**config.mk**
```make
export PLATFORM = sky130hd
export DESIGN_NAME = fft_frame_src
export DESIGN_NICKNAME = d
export VERILOG_FILES = /design/src/rtl/fft_src_pkg.sv /design/src/rtl/fft_src_fifo.sv /design/src/rtl/fft_frame_src.sv
export SDC_FILE = /design/constraint.sdc
export NUM_CORES = 1
export LEC_CHECK = 0
export ABC_CLOCK_PERIOD_IN_PS = 4800
export BUFFER_PORTS_ARGS = -buffer_cell sky130_fd_sc_hd__buf_4
export CORE_MARGIN = 1.5
export CORE_UTILIZATION = 65
export CTS_CLUSTER_SIZE = 25
export DETAILED_ROUTE_END_ITERATION = 6
export PLACE_DENSITY = 0.84
export SYNTH_ARGS = -nofsm -noshare
export SYNTH_HDL_FRONTEND = slang
export SYNTH_HIERARCHICAL = 1
export SYNTH_SLANG_ARGS = --single-unit
```
**constraint.sdc**
```tcl
create_clock -name fft_clk -period 4.8 [get_ports fft_clk]
set_input_delay 0.96 -clock fft_clk [delete_from_list [all_inputs] [get_ports fft_clk]]
set_output_delay 0.96 -clock fft_clk [all_outputs]
set_load 0.1 [all_outputs]
```
**src/rtl/fft_src_pkg.sv**
```systemverilog
// rtl/fft_src_pkg.sv - shared types, constants and sample conversion for fft_frame_src
package fft_src_pkg;

  typedef enum logic [1:0] {
    ST_IDLE,
    ST_RUN,
    ST_DRAIN
  } state_t;

  localparam int DEF_FRAME_LEN = 1024;
  localparam int DEF_DATA_W    = 10;
  localparam int ADC_OFFSET    = 1 << (DEF_DATA_W - 1);

  // Subtracting the mid-scale offset equals flipping the sample MSB; the result
  // is then placed at the top of the 16-bit word so full scale spans Q15.
  function automatic logic [15:0] to_q15(input logic [15:0] raw, input int dw);
    logic [15:0] flipped;
    flipped = raw ^ (16'd1 << (dw - 1));
    return flipped << (16 - dw);
  endfunction

endpackage

```
**src/rtl/fft_src_fifo.sv**
```systemverilog
// rtl/fft_src_fifo.sv - synchronous show-ahead FIFO; head word is visible on rd_data
module fft_src_fifo #(
  parameter int DEPTH = 16,
  parameter int WIDTH = 16
) (
  input  logic             clk,
  input  logic             rst_n,
  input  logic             wr_en,
  input  logic [WIDTH-1:0] wr_data,
  input  logic             rd_en,
  output logic [WIDTH-1:0] rd_data,
  output logic             full,
  output logic             empty
);

  localparam int AW = $clog2(DEPTH);

  logic [WIDTH-1:0] mem [DEPTH];
  logic [AW-1:0]    wr_ptr;
  logic [AW-1:0]    rd_ptr;
  logic [AW:0]      count;
  logic             do_wr;
  logic             do_rd;

  assign full  = (count == (AW+1)'(DEPTH));
  assign empty = (count == '0);
  // A write into a full FIFO is fine when the head leaves in the same cycle.
  assign do_wr = wr_en && (!full || rd_en);
  assign do_rd = rd_en && !empty;
  assign rd_data = mem[rd_ptr];

  always_ff @(posedge clk) begin
    if (do_wr) mem[wr_ptr] <= wr_data;
  end

  always_ff @(posedge clk or negedge rst_n) begin
    if (!rst_n) begin
      wr_ptr <= '0;
      rd_ptr <= '0;
      count  <= '0;
    end else begin
      if (do_wr) wr_ptr <= wr_ptr + 1'b1;
      if (do_rd) rd_ptr <= rd_ptr + 1'b1;
      case ({do_wr, do_rd})
        2'b10:   count <= count + 1'b1;
        2'b01:   count <= count - 1'b1;
        default: count <= count;
      endcase
    end
  end

endmodule

```
**src/rtl/fft_frame_src.sv**
```systemverilog
// rtl/fft_frame_src.sv - ADC capture to fixed-length AXI-Stream frames for the FFT core
module fft_frame_src
  import fft_src_pkg::*;
#(
  parameter int FRAME_LEN    = DEF_FRAME_LEN,
  parameter int DATA_W       = DEF_DATA_W,
  parameter int FIFO_DEPTH   = 16,
  parameter bit CONT_DEFAULT = 1'b0
) (
  input  logic                         fft_clk,
  input  logic                         sys_rst_n,
  input  logic [DATA_W-1:0]            ad_data,
  input  logic                         ad_valid,
  input  logic                         start,
  input  logic                         cont,
  output logic [31:0]                  m_axis_tdata,
  output logic                         m_axis_tvalid,
  output logic                         m_axis_tlast,
  input  logic                         m_axis_tready,
  output logic                         busy,
  output logic                         frame_done,
  output logic                         overflow,
  output logic [$clog2(FRAME_LEN)-1:0] beat_idx
);

  localparam int IW = $clog2(FRAME_LEN);
  localparam int CW = IW + 1;

  state_t        state;
  state_t        state_nxt;
  logic          cont_r;
  logic [CW-1:0] in_cnt;
  logic [IW-1:0] out_cnt;
  logic          tvalid_r;
  logic [15:0]   real_r;

  logic          fifo_full;
  logic          fifo_empty;
  logic [15:0]   fifo_dout;
  logic          fifo_wr;
  logic          fifo_rd;
  logic          accept;
  logic          drop;
  logic          hs;
  logic          last_hs;
  logic          arm;
  logic          rearm;

  assign accept  = (state == ST_RUN) && ad_valid;
  assign fifo_rd = !fifo_empty && (!tvalid_r || m_axis_tready);
  assign fifo_wr = accept && (!fifo_full || fifo_rd);
  assign drop    = accept && fifo_full && !fifo_rd;
  assign hs      = tvalid_r && m_axis_tready;
  assign last_hs = hs && (out_cnt == IW'(FRAME_LEN - 1));

  // Samples are converted before buffering so the FIFO holds ready-to-send words.
  fft_src_fifo #(
    .DEPTH (FIFO_DEPTH),
    .WIDTH (16)
  ) u_fifo (
    .clk     (fft_clk),
    .rst_n   (sys_rst_n),
    .wr_en   (fifo_wr),
    .wr_data (to_q15(16'(ad_data), DATA_W)),
    .rd_en   (fifo_rd),
    .rd_data (fifo_dout),
    .full    (fifo_full),
    .empty   (fifo_empty)
  );

  always_comb begin
    state_nxt = state;
    arm       = 1'b0;
    rearm     = 1'b0;
    case (state)
      ST_IDLE: begin
        if (start) begin
          state_nxt = ST_RUN;
          arm       = 1'b1;
        end
      end
      ST_RUN: begin
        if (fifo_wr && (in_cnt == CW'(FRAME_LEN - 1))) state_nxt = ST_DRAIN;
      end
      ST_DRAIN: begin
        if (last_hs) begin
          if (cont_r) begin
            state_nxt = ST_RUN;
            rearm     = 1'b1;
          end else begin
            state_nxt = ST_IDLE;
          end
        end
      end
      default: state_nxt = ST_IDLE;
    endcase
  end

  always_ff @(posedge fft_clk or negedge sys_rst_n) begin
    if (!sys_rst_n) begin
      state      <= ST_IDLE;
      cont_r     <= CONT_DEFAULT;
      in_cnt     <= '0;
      out_cnt    <= '0;
      overflow   <= 1'b0;
      frame_done <= 1'b0;
      tvalid_r   <= 1'b0;
      real_r     <= '0;
    end else begin
      state      <= state_nxt;
      frame_done <= last_hs && (state == ST_DRAIN);
      if (arm) cont_r <= cont;

      if (arm) overflow <= 1'b0;
      else if (drop) overflow <= 1'b1;

      if (arm || rearm) in_cnt <= '0;
      else if (fifo_wr) in_cnt <= in_cnt + 1'b1;

      if (arm || rearm) out_cnt <= '0;
      else if (hs) out_cnt <= out_cnt + 1'b1;

      // The output register only changes on a load or after its beat is taken.
      if (fifo_rd) begin
        tvalid_r <= 1'b1;
        real_r   <= fifo_dout;
      end else if (m_axis_tready) begin
        tvalid_r <= 1'b0;
      end
    end
  end

  assign m_axis_tdata  = {16'h0000, real_r};
  assign m_axis_tvalid = tvalid_r;
  assign m_axis_tlast  = tvalid_r && (out_cnt == IW'(FRAME_LEN - 1));
  assign beat_idx      = out_cnt;
  assign busy          = (state != ST_IDLE);

endmodule

```
[Word-level counts from Yosys, hierarchy flattened]
Memory sizes are Yosys's and may differ from the RTL's. A register that Yosys moved wholly into a read port is not among the register bits.
Index checks and enable logic that the tools add are counted.
Cells by class
  eq/ne operators: 10
  bitwise logic cells: 1
  muxes and demuxes: 21
  multipliers: 0
  order comparisons: 0
  divide/modulo/power cells: 0
  $add $sub $neg: 6
  reductions and logical operators: 29
  shift-type cells: 0
Operators by type and width (count)
  two-way mux 11 bit: 2
  two-way mux 10 bit: 2
  logical AND 1 bit: 12
  two-way mux 1 bit: 12
  nonzero test 2 bit: 6
  adder 11 x 1 -> 11 bit, second input constant: 1
  equality test 11 x 10 -> 1 bit, second input constant: 1
  adder 10 x 1 -> 10 bit, second input constant: 1
  equality test 10 bit, second input constant: 1
  case mux 5 bit (2 select lines): 1
  adder 4 x 1 -> 4 bit, second input constant: 2
  two-way mux 2 bit: 3
  case mux 2 bit (3 select lines): 1
  adder 5 x 1 -> 5 bit, second input constant: 1
  equality test 5 bit, second input constant: 1
  logical NOT 1 bit: 5
  logical NOT 5 bit: 1
  subtractor 5 x 1 -> 5 bit, second input constant: 1
  equality test 2 x 1 -> 1 bit, second input constant: 2
  equality test 2 bit, second input constant: 2
  inequality test 2 bit, second input constant: 2
  logical OR 1 bit: 3
  AND reduction 3 bit: 1
  logical NOT 2 bit: 1
  2 further kinds: 2
Word-level totals
  memories: 1
  memory bits (read-only): 0
  latch bits: 0
  register bits: 56
  RAM bits: 160
Memories
  u_fifo.mem: words 16, bits a word 10, read ports 1, clocked after memory_dff 1, write ports 1, RTL line fft_src_fifo.sv:18  | logic [WIDTH-1:0] mem [DEPTH];

[Longest topological paths before layout]
Gate-level depths: netlist (run 1).
  word-level depth: 8
  mapped depth: 18
  depth with buffers taken out: 15

[Hierarchy]
The synthesis (run 1) kept the hierarchy.
Modules (own cells, without submodules)
  fft_src_fifo: instances 1, area each 10895.4 um2, cells an instance 555
  fft_frame_src: instances 1, area each 2105.8 um2, cells an instance 191

[Least setup slack after synthesis (run 1)]
No wires, ideal clock.
  path kind: flip-flop to output port
  start point: reg out_cnt[4], in the netlist beat_idx[4]
  end point: out m_axis_tlast
  stages on the path, launching flop included: 4
  slack: 269 ps
  arrival: 3571 ps
  data required time: 3840 ps
  cells stage by stage: dfrtp_1 and4_1 nand3_1 nor3_1
On the way
  word-level cells in the longest chain between the ends: 2
RTL lines
  start, declared: RTL line fft_frame_src.sv:33  | logic [IW-1:0] out_cnt;
  start signal, assigned: RTL line fft_frame_src.sv:121  | else if (hs) out_cnt <= out_cnt + 1'b1;
  equality test 10 bit: RTL line fft_frame_src.sv:135  | assign m_axis_tlast = tvalid_r && (out_cnt == IW'(FRAME_LEN - 1));
  logical AND 1 bit: RTL line fft_frame_src.sv:135
  end, declared: RTL line fft_frame_src.sv:18  | output logic m_axis_tlast,
No other way between the ends.

[Worst setup path in the final report (run 1)]
  start point: reg u_fifo.count[0]
  end point: reg u_fifo.count[4]
On the way
  word-level cells in the longest chain between the ends: 8
RTL lines
  start, declared: RTL line fft_src_fifo.sv:21  | logic [AW:0] count;
  start signal, assigned: RTL line fft_src_fifo.sv:45  | 2'b10: count <= count + 1'b1;
  start signal, assigned: RTL line fft_src_fifo.sv:46  | 2'b01: count <= count - 1'b1;
  start signal, assigned: RTL line fft_src_fifo.sv:47  | default: count <= count;
  logical NOT 5 bit (*): RTL line fft_src_fifo.sv:26  | assign empty = (count == '0);
  via fifo_empty: RTL line fft_frame_src.sv:38  | logic fifo_empty;
  logical NOT 1 bit (*): RTL line fft_frame_src.sv:50  | assign fifo_rd = !fifo_empty && (!tvalid_r || m_axis_tready);
  logical AND 1 bit (*): RTL line fft_frame_src.sv:50
  logical OR 1 bit (*): RTL line fft_frame_src.sv:51  | assign fifo_wr = accept && (!fifo_full || fifo_rd);
  logical AND 1 bit (*): RTL line fft_frame_src.sv:51
  via fifo_wr: RTL line fft_frame_src.sv:40  | logic fifo_wr;
  logical AND 1 bit (*): RTL line fft_src_fifo.sv:28  | assign do_wr = wr_en && (!full || rd_en);
  equality test 2 x 1 -> 1 bit or equality test 2 bit (tied branches): RTL line fft_src_fifo.sv:44  | case ({do_wr, do_rd})
  case mux 5 bit (2 select lines) or nonzero test 2 bit (tied branches)
The timed path passes the listed nets; every way through them passes the cells marked *.
A chain may end at the register's enable or synchronous reset.

==> results by group, run 1 <==
Setup path
  • CP peak stage delay: 0.58 ns
  • Worst Setup Start Kind: flop
  • Crit Path Max Fanout: 24
  • CP Buf/Inv Count: 2
  • CP cell instances: nor4_2 > and2b_1 > o21a_1 > nor2_1 > o21a_1 > inv_2 > ha_1 > inv_1 > fa_1 > nor2b_1 > o21ai_1 > nand3_1 > or3b_1 > xnor2_1
  • CP required: 5.24 ns
  • Endpoint type of the worst setup path: flop
  • Origin of the worst setup path: u_fifo/count[0]$_DFFE_PN0P_
  • Crit-path slowest cell: o21a_1
  • Kind of critical path: reg -> reg
  • Worst EP arrival: 4.16 ns
  • Cell family with most CP delay: simple AND/OR/NAND/NOR gates
  • Worst flop-to-flop path startpoint: u_fifo/count[0]$_DFFE_PN0P_
  • CP dominant cell by count: o21a_1

Pwr
  • Total power: between 9 and 10 mW
  • Power per Cell Area: 632.5 nW/µm²
  • Sw frac: 0.3780
  • Peak VDD IR: 0.4530 mV
  • Reg power frac: 0.389
  • Clock power share: 0.248
  • Int Pwr: 5.846 mW
  • Leakage power: roughly 5.6 nW
  • Gate power share: 0.363
  • Switching power: 3.552 mW

Clock network
  • CTS Hold Bufs: 0
  • Post-cts sizing count: 0
  • Clock sink count: 312
  • TritonCTS clock tree: yes
  • Clk slew on worst S/H paths: 0.06 ns
  • Root Driver: clkbuf_16
  • Num CTS Buffers: 30
  • CTS HTree Levels: 1
  • Worst-skew pair later-pin latency: 0.56 ns
  • Post-CTS Setup Inserts: 0
  • Max Root-Sink Buffers: 3

STA
  • Final Setup Violations: 0
  • RSZ-0062 raised after global routing: no
  • Highest Clock Rate: 268.9 MHz
  • Hold Vio Cnt, Final: 0
  • Min cycle time layout: 3.719 ns
  • Worst-case headroom to the max-slew limit: 0.4963
  • Slew @ Worst Pin: 0.7556 ns
  • Max Slew Vio Count: 0
  • Total negative slack: 0 ns
  • Fin crit share: 0.7748
  • Clk_skew: 0.01389 ns

Placement
  • Final GP Congestion: 0.9092
  • Detailed placer's ending HPWL: 16290 µm
  • PortBufs: 46
  • Placed insts: 1137

Yosys
  • Syn Area/Cell: 17.43 µm²
  • Post-synth top area share: 0.5913
  • EDFF count, synth: 256
  • Synthesized area: 13000 µm²
  • Post-synth top area cell: edfxtp_1
  • Warnings from Yosys: 6
  • Syn Inst Count: around 750
  • #FFs+latches synth: about 310
  • Asr flop ratio synth: 0.1795
  • Cell variety after synth: between 50 and 60
  • Most used DFF post-synth: edfxtp_1
  • Main area contributors after synthesis: edfxtp_1 (59%), dfrtp_1 (11%), mux4_2 (5.5%), mux2i_1 (5.0%), a221oi_2 (3.5%)
  • Sequential fraction of the synthesis area: 0.6991

Min path
  • Hold WC Path Type: in -> async

Final layout
  • Layout Cells excl Fill: 1193
  • Antenna diodes: 0
  • Nets: 932
  • Layout Utilization: 0.7610
  • Layout overhead on the synthesized area: 14.29%
  • Most frequent cells in the layout: edfxtp_1 (256), conb_1 (112), buf_4 (69)
  • Most common cell after layout, fill and taps aside: edfxtp_1
  • Share of layout cells above drive strength 1: 0.2252

Status
  • Status: finished clean

Floorplanning
  • Die height: approximately 140 µm
  • Die area: 20860 µm²
  • Starting density of the core: 0.6658
  • I/O Pins: 63
  • Core Box Area: 19530 µm²
  • DIE WIDTH: roughly 140 µm
  • Std cell rows: 51

Detailed routing
  • Initial DRT Pass Iterations: 4
  • DRC Markers: 0
  • Remaining antenna violation count: 0
  • Via density: 5.971
  • Drt total wl: 26660 µm
  • Drt wl/cell: 22.34 µm
  • Vias: between 7k and 8k
  • Initial DRC count: 673

Global route
  • Grt ovf: 0
  • Vias in the first global route: 7389
  • Total GRT Usage: 0.2656
  • Pin count of the biggest net entering global routing: 57
  • Initial antenna violation count: 0
  • First-pass GRT wire length: approximately 40000 µm

Flow run
  • Max Cap Viol: 0
-- power by group through the flow --
stage | clock network, mW | logic (mW) | registers, mW
after floorplan | 0 | 2.13 | 4.19
after global placement | 0 | 3.24 | 3.66
after detailed placement | 0 | 3.35 | 3.70
after CTS | 2.36 | 3.40 | 3.65
after global routing | 2.46 | 3.57 | 3.70
final | 2.33 | 3.41 | 3.66
-- per-layer routing --
| layer | track usage | vias to the layer above | share of wire |
|---|---|---|---|
| met2 | 0.4452 | 306 | 0.51 |
| li1 | - | 3121 | - |
| met4 | 0.08453 | 0 | 0.025 |
| met1 | 0.3591 | 3647 | 0.39 |
| met5 | 0 | - | 0 |
| met3 | 0.04768 | 49 | 0.074 |
-- synth_stat cells, types with 5 or more instances --
cell type and count:
a21oi_1 15, a221oi_2 30, a22oi_1 16, buf_2 11, buf_4 21, buf_6 8
clkbuf_1 8, dfrtp_1 56, edfxtp_1 256, ha_1 11, inv_1 12, mux2_2 17
mux2i_1 65, mux4_2 32, nand2_1 34, nand3_1 10, nand4_1 5, nor2_1 25
nor3_1 8, o21ai_0 20, o31ai_1 7, or4_1 6, xnor2_1 9, xor2_1 10
-- area by class of cell --
class,instances,area [µm²]
clock buffers,35,769.5
clock inverters,21,210.2
fillers,1081,4667
inverters,14,52.55
multi-input cells,477,3885
flip-flops and latches,312,9092
well taps,265,331.6
repair buffers,69,518.0
-- registers in the layout, summed over array words and instances, names as in the netlist --
register,flops
beat_idx,10
cont_r,1
frame_done,1
in_cnt,11
m_axis_tvalid,1
overflow,1
real_r,16
state,2
u_fifo/count,5
u_fifo/mem,256
u_fifo/rd_ptr,4
u_fifo/wr_ptr,4
-- logic make-up after synthesis --
kind of cell,count (synthesis),share of synthesized area
other,1,0.0002884
buffers and inverters,68,0.03590
and+or+nand+nor,119,0.05062
adders and majority gates,12,0.01213
DFF,312,0.6991
muxes,115,0.1214
AOI/OAI and AO/OA,100,0.06785
xor gates and xnor gates,19,0.01280
-- worst reg2reg max path: cells and delay by family, from the launching register on --
kind | cells | cell delay (ns)
simple gates | 6 | 1.26
compound gates | 3 | 0.93
fa+ha+maj | 2 | 0.64
flops | 1 | 0.44
buf+inv | 2 | 0.20
xor+xnor | 1 | 0.13
-- metrics by stage --
stage | hold WS [ns] | setup WS, ns | area (µm²)
2_1_floorplan | 0.4590 | 0.2685 | 13420
3_3_place_gp | 0.4838 | 0.9576 | 13880
3_5_place_dp | 0.4852 | 0.8036 | 13880
4_1_cts | 0.4845 | 1.119 | 14860
5_1_grt | 0.5132 | 0.8317 | 14860
6_report | 0.4621 | 1.081 | 14860
-- worst paths after layout --
check                      slack [ns]  cells after the start                      endpoint
max                              1.08                     14   u_fifo/count[4]$_DFFE_PN0P_
min                              0.46                      1       beat_idx[3]$_DFFE_PN0P_
max reg2reg                      1.08                     14   u_fifo/count[4]$_DFFE_PN0P_
min reg2reg                      0.50                      1   u_fifo/count[4]$_DFFE_PN0P_
max in group asynchronous        3.77                      1  u_fifo/rd_ptr[0]$_DFFE_PN0P_
min in group fft_clk             0.50                      1   u_fifo/count[4]$_DFFE_PN0P_
Power figures use the tool's default switching activity.
==> run 2, diff against run 1 <==
--- a/config.mk
+++ b/config.mk
@@ -5,13 +5,13 @@
 export SDC_FILE = /design/constraint.sdc
 export NUM_CORES = 1
 export LEC_CHECK = 0
-export ABC_CLOCK_PERIOD_IN_PS = 4800
+export ABC_CLOCK_PERIOD_IN_PS = 3590
 export BUFFER_PORTS_ARGS = -buffer_cell sky130_fd_sc_hd__buf_4
 export CORE_MARGIN = 1.5
-export CORE_UTILIZATION = 65
+export CORE_UTILIZATION = 63
 export CTS_CLUSTER_SIZE = 25
 export DETAILED_ROUTE_END_ITERATION = 6
-export PLACE_DENSITY = 0.84
+export PLACE_DENSITY = 0.82
 export SYNTH_ARGS = -nofsm -noshare
 export SYNTH_HDL_FRONTEND = slang
 export SYNTH_HIERARCHICAL = 1
==> constraint.sdc (replaced) <==
create_clock -name fft_clk -period 3.59 [get_ports fft_clk]
set_input_delay 0.718 -clock fft_clk [delete_from_list [all_inputs] [get_ports fft_clk]]
set_output_delay 0.718 -clock fft_clk [all_outputs]
set_load 0.1 [all_outputs]
==> results by group, run 2 (synthesis gave the netlist of run 1 again) <==
Detailed routing
  • Initial DRC count: 642 (-4.6%)
  • Via density: 5.894 (-1.3%)
  • Remaining antenna violation count: 0 (unchanged)
  • Drt wl/cell: 21.88 µm (-2.1%)
  • DRC Markers: 0 (unchanged)
  • Initial DRT Pass Iterations: 5 (+1)
  • Vias: 7085 (-0.53%)
  • Drt total wl: 26300 µm (-1.3%)

Final layout
  • Layout overhead on the synthesized area: 14.45%
  • Largest Register: u_fifo/mem
  • Finished Cell Area: 14880 µm² (+0.14%)
  • Layout Cells excl Fill: 1202 (+0.75%)
  • Biggest regs: u_fifo/mem (256), real_r (16), in_cnt (11)
  • Share of layout cells above drive strength 1: 0.2350 (+0.009763)
  • Most frequent cells in the layout: edfxtp_1 (256), conb_1 (112), buf_4 (70)
  • Max reg flops: 256 (unchanged)
  • Antenna diodes: 0 (unchanged)
  • Nets: 937 (+0.54%)
  • FILL cells: 1165 (+7.8%)
  • Most common cell after layout, fill and taps aside: edfxtp_1

Clock network
  • Clk slew on worst S/H paths: 0.06 ns (about the same)
  • Max Root-Sink Buffers: 3 (unchanged)
  • Post-cts sizing count: 0 (unchanged)
  • TritonCTS clock tree: yes
  • Root Driver: clkbuf_16
  • CTS HTree Levels: 1 (unchanged)
  • Worst-skew pair later-pin latency: 0.54 ns (-0.02 ns)
  • Post-CTS Setup Inserts: 0 (unchanged)
  • CTS Hold Bufs: 0 (unchanged)
  • Clock sink count: 312 (unchanged)
  • Num CTS Buffers: 31 (+3.3%)

Setup path
  • CP cell instances: nor4_2 > and2b_1 > o21a_1 > nor2_1 > o21a_1 > inv_2 > ha_1 > inv_1 > fa_1 > nor2b_1 > o21ai_1 > nand3_1 > or3b_1 > xnor2_1
  • Worst Setup Start Kind: flop
  • CP required: 4.01 ns (-1.23 ns)
  • CP dominant cell by count: o21a_1
  • CP peak stage delay: 0.44 ns (-0.14 ns)
  • Worst reg2reg setup slack: 0.37 ns (-0.71 ns)
  • Worst flop-to-flop path startpoint: u_fifo/count[0]$_DFFE_PN0P_
  • CP Buf/Inv Count: 2 (unchanged)
  • Endpoint type of the worst setup path: flop
  • Cell family with most CP delay: simple AND/OR/NAND/NOR gates
  • Worst EP arrival: 3.64 ns (-0.52 ns)
  • Crit Path Max Fanout: 4 (-83%)
  • Crit-path slowest cell: dfrtp_1
  • Origin of the worst setup path: u_fifo/count[0]$_DFFE_PN0P_
  • R2R depth: 14 (unchanged)
  • Kind of critical path: reg -> reg
  • Critical Path Stages: 14 (unchanged)

STA
  • Slew @ Worst Pin: 0.7536 ns (-0.001980 ns)
  • RSZ-0062 raised after global routing: no
  • Total negative slack: 0 ns (unchanged)
  • Final Setup Violations: 0 (unchanged)
  • Clk_skew: 0.008631 ns (-0.005261 ns)
  • Fin crit share: 0.8969 (+0.1222)
  • Hold Vio Cnt, Final: 0 (unchanged)
  • Max Slew Vio Count: 0 (unchanged)
  • Worst-case headroom to the max-slew limit: 0.4976 (+0.001321)
  • Highest Clock Rate: 310.6 MHz (+15%)
  • Min cycle time layout: 3.220 ns (-0.4989 ns)
  • Hold slack: 0.2403 ns (-0.2218 ns)

Global route
  • Vias in the first global route: 7415 (+0.35%)
  • Initial antenna violation count: 0 (unchanged)
  • Total GRT Usage: 0.2525 (-0.01318)
  • Pin count of the biggest net entering global routing: 57 (unchanged)
  • First-pass GRT wire length: 41040 µm (+0.30%)
  • Grt ovf: 0 (unchanged)

Floorplanning
  • Std cell rows: 52 (+2.0%)
  • Die area: 21510 µm² (+3.1%)
  • Die height: 146.7 µm (+1.5%)
  • I/O Pins: 63 (unchanged)
  • DIE WIDTH: 146.7 µm (+1.5%)
  • Starting density of the core: 0.6425 (-0.02330)
  • Core Box Area: 20230 µm² (+3.6%)

Placement
  • Placed insts: 1146 (+0.79%)
  • Detailed placer's ending HPWL: 16510 µm (+1.4%)
  • Final GP Congestion: 0.8280 (-8.9%)
  • Placed Area: 13960 µm² (+0.58%)
  • PortBufs: 46 (unchanged)

Pwr
  • Leakage power: 5.576 nW (+0.22%)
  • Peak VDD IR: 0.6199 mV (+37%)
  • Total power: 12.41 mW (+32%)
  • Power per Cell Area: 834.0 nW/µm² (+32%)

Flow run
  • Max Cap Viol: 0 (unchanged)

Min path
  • Hold WC Path Type: in -> async

Status
  • Status: finished clean
run 2: changes by cell type in the layout (fill, tap and decap cells not counted), moves of 3 or more:
cell / change
clkinv_2: +6
buf_12: +3
clkinv_1: -5
bufinv_16: -3
run 2: path summary, 6_finish.rpt:
kind                                                 to
setup reg to reg            u_fifo/count[4]$_DFFE_PN0P_
min in group fft_clk                 cont_r$_DFFE_PN0P_
setup / recovery            u_fifo/count[4]$_DFFE_PN0P_
hold / removal                  beat_idx[9]$_DFFE_PN0P_
max in group asynchronous  u_fifo/rd_ptr[0]$_DFFE_PN0P_
hold reg to reg                    overflow$_DFFE_PN0P_
run 2: power by group:
group	switching (mW)	internal (mW)	leakage, nW
clock	1.28	1.65	0.455
sequential	0.433	4.45	3.00
combinational	2.99	1.61	2.12
run 2: area by class of cell:
class / instances / area (µm²) / share of cell area
Tap cell: 270 / 337.8 / 0.02270
Clock buffer: 37 / 798.3 / 0.05365
Sequential cell: 312 / 9094 / 0.6111
Inverter: 14 / 52.55 / 0.003531
Clock inverter: 19 / 122.6 / 0.008240
Timing Repair Buffer: 73 / 585.6 / 0.03935
Multi-Input combinational cell: 477 / 3890 / 0.2614
run 2: routing by layer:
| layer | wire length [µm] | global-route usage | up-vias |
|---|---|---|---|
| met3 | 1918 | 0.03438 | 54 |
| met5 | 0 | 0 | - |
| met4 | 699 | 0.08838 | 0 |
| met1 | 10170 | 0.3393 | 3595 |
| li1 | - | - | 3142 |
| met2 | 13510 | 0.4283 | 294 |
run 2: stage by stage:
step / setup WS (ns) / util
global placement: 0.6094 / 0.6899
floorplan: 0.1371 / -
global route: 0.2599 / 0.7354
finish: 0.3700 / 0.7354
CTS: 0.4017 / 0.7354
detailed placement: 0.4275 / 0.6899
==> run 3, diff against run 2 <==
--- a/config.mk
+++ b/config.mk
@@ -12,6 +12,7 @@
 export CTS_CLUSTER_SIZE = 25
 export DETAILED_ROUTE_END_ITERATION = 6
 export PLACE_DENSITY = 0.82
+export SETUP_SLACK_MARGIN = 0.4
 export SYNTH_ARGS = -nofsm -noshare
 export SYNTH_HDL_FRONTEND = slang
 export SYNTH_HIERARCHICAL = 1
==> results by group, run 3 (synthesis gave the netlist of run 1 again) <==
Detailed routing
  • Top routing layer used: met4
  • Initial DRT Pass Iterations: 4 (-1)
  • M1 wire length: 9971 µm (-2.0%)
  • Drt total wl: 25460 µm (-3.2%)
  • Metal2 WL: 13280 µm (-1.7%)
  • Initial DRC count: 574 (-11%)
  • Drt wl/cell: 21.27 µm (-2.8%)
  • Met3 wire length: 1420 µm (-26%)
  • DRC Markers: 0 (unchanged)
  • Vias: 7013 (-1.0%)
  • Remaining antenna violation count: 0 (unchanged)
  • Via density: 5.859 (-0.60%)

Final layout
  • Largest Register: u_fifo/mem
  • Biggest regs: u_fifo/mem (256), real_r (16), in_cnt (11)
  • FILL cells: 1189 (+2.1%)
  • Max reg flops: 256 (unchanged)
  • Multi-input logic area: 3908 µm² (+0.45%)
  • Antenna diodes: 0 (unchanged)
  • Layout overhead on the synthesized area: 14.23%
  • Nets: 937 (unchanged)
  • Share of layout cells above drive strength 1: 0.2298 (-0.005205)
  • Register area: 9096 µm² (about the same)
  • Most frequent cells in the layout: edfxtp_1 (256), conb_1 (112), buf_4 (72)
  • Finished Cell Area: 14850 µm² (-0.19%)
  • Most common cell after layout, fill and taps aside: edfxtp_1
  • Layout Cells excl Fill: 1197 (-0.42%)

Floorplanning
  • Std cell rows: 52 (unchanged)
  • Die height: 146.7 µm (unchanged)
  • Starting density of the core: 0.6425 (unchanged)
  • I/O Pins: 63 (unchanged)
  • DIE WIDTH: 146.7 µm (unchanged)
  • Core Box Area: 20230 µm² (unchanged)
  • Die area: 21510 µm² (unchanged)

Status
  • Status: finished clean

Setup path
  • CP dominant cell by count: o21a_1
  • Crit Path Max Fanout: 4 (unchanged)
  • Worst reg2reg setup slack: 0.56 ns (+0.19 ns)
  • Crit Reg-Reg Endpoint: u_fifo/count[4]$_DFFE_PN0P_
  • CP required: 4.02 ns (about the same)
  • Cell family with most CP delay: simple AND/OR/NAND/NOR gates
  • Worst EP arrival: 3.46 ns (-0.18 ns)
  • Endpoint type of the worst setup path: flop
  • CP cell instances: nor4_2 > and2b_2 > o21a_1 > nor2_1 > o21a_1 > inv_2 > ha_2 > inv_1 > fa_1 > nor2b_1 > o21ai_1 > nand3_1 > or3b_1 > xnor2_1
  • CP peak stage delay: 0.42 ns (-0.02 ns)
  • Worst flop-to-flop path startpoint: u_fifo/count[1]$_DFFE_PN0P_
  • Worst Setup Start Kind: flop
  • Crit-path slowest cell: dfrtp_1
  • R2R depth: 14 (unchanged)
  • Kind of critical path: reg -> reg
  • CP Buf/Inv Count: 2 (unchanged)

STA
  • Fin crit share: 0.8454 (-0.05154)
  • Final Setup Violations: 0 (unchanged)
  • RSZ-0062 raised after global routing: no
  • Highest Clock Rate: 329.5 MHz (+6.1%)
  • Clk_skew: 0.01621 ns (+0.007576 ns)
  • Total negative slack: 0 ns (unchanged)
  • Min cycle time layout: 3.035 ns (-0.1850 ns)
  • Slew @ Worst Pin: 0.7731 ns (+0.01948 ns)
  • Hold Vio Cnt, Final: 0 (unchanged)
  • Worst-case headroom to the max-slew limit: 0.4846 (-0.01299)
  • Max Slew Vio Count: 0 (unchanged)

Clock network
  • Max Root-Sink Buffers: 3 (unchanged)
  • TritonCTS clock tree: yes
  • Clk slew on worst S/H paths: 0.06 ns (about the same)
  • Clock sink count: 312 (unchanged)
  • Root Driver: clkbuf_16
  • CTS HTree Levels: 1 (unchanged)
  • Num CTS Buffers: 30 (-3.2%)
  • Worst-skew pair later-pin latency: 0.55 ns (about the same)

Min path
  • Hold WC Path Type: in -> async

Placement
  • Placed Area: 13960 µm² (about the same)
  • PortBufs: 46 (unchanged)
  • Detailed placer's ending HPWL: 16240 µm (-1.6%)
  • Placed insts: 1146 (unchanged)
  • Final GP Congestion: 0.7959 (-3.9%)

Global route
  • Vias in the first global route: 7293 (-1.6%)
  • Grt ovf: 0 (unchanged)
  • Total GRT Usage: 0.2466 (-0.005896)
  • Pin count of the biggest net entering global routing: 57 (unchanged)
  • First-pass GRT wire length: 40160 µm (-2.2%)
  • Initial antenna violation count: 0 (unchanged)

Pwr
  • Power per Cell Area: 829.6 nW/µm² (-0.53%)
  • Peak VDD IR: 0.4790 mV (-23%)
  • Leakage power: 5.571 nW (about the same)

Flow run
  • Max Cap Viol: 0 (unchanged)
## run 3: cell count changes in the layout (fill, tap and decap cells not counted), moves of 2 or more
cell,before,now
clkinv_2,10,2
clkbuf_1,6,11
buf_4,70,72
clkinvlp_4,2,0
## run 3: worst max-delay path by stage
stage / from / end / depth (start not counted)
2_1_floorplan: u_fifo/count[1]$_DFFE_PN0P_ / u_fifo/count[4]$_DFFE_PN0P_ / 17
3_3_place_gp: m_axis_tready / u_fifo/count[4]$_DFFE_PN0P_ / 14
3_5_place_dp: m_axis_tready / u_fifo/count[4]$_DFFE_PN0P_ / 14
4_1_cts: u_fifo/count[1]$_DFFE_PN0P_ / u_fifo/count[4]$_DFFE_PN0P_ / 14
5_1_grt: u_fifo/count[1]$_DFFE_PN0P_ / u_fifo/count[4]$_DFFE_PN0P_ / 14
6_report: u_fifo/count[1]$_DFFE_PN0P_ / u_fifo/count[4]$_DFFE_PN0P_ / 14
## run 3: cell type report
cell class,instances,share of cell area
sequential,312,0.6125
inverter,14,0.003538
multi-input combinational,477,0.2631
tap,270,0.02275
clock buffer,42,0.05425
timing repair buffer,74,0.03909
clock inverter,8,0.004802
## run 3: worst register-to-register path, stage by stage, from the launching register on
cell,delay (ns)
dfrtp_1,0.42
nor4_2,0.32
and2b_2,0.22
o21a_1,0.13
nor2_1,0.05
o21a_1,0.11
inv_2,0.05
ha_2,0.21
inv_1,0.09
fa_1,0.42
nor2b_1,0.16
o21ai_1,0.09
nand3_1,0.11
or3b_1,0.40
xnor2_1,0.15
## run 3: repair_timing
item,4_1_cts,5_1_grt
gates resized for setup,0,2
setup buffers,0,1
hold buffers,0,0
endpoints found under the setup margin,0,1
## run 3: metrics by stage
stage	worst slack, ns	util	total power, mW	hold WS, ns
final	0.5550	0.7340	12.32	0.2514
after floorplan	0.4009	-	8.472	0.4224
after global placement	0.6887	0.6901	9.269	0.4754
after detailed placement	0.4823	0.6901	9.471	0.4907
after global routing	0.3951	0.7340	12.82	0.3028
after CTS	0.4799	0.7334	12.34	0.2603
## run 3: report_power, final
part           switching [mW]  leakage, nW  internal (mW)
Sequential              0.411         3.00           4.45
Combinational            3.02         2.15           1.60
Clock                    1.22        0.425           1.62
Total                    4.65         5.57           7.67
## run 3: per-layer routing
layer,track usage,up-vias
li1,-,3128
met1,0.3262,3555
met2,0.4262,268
met3,0.03188,62
met4,0.08384,0
met5,0,-
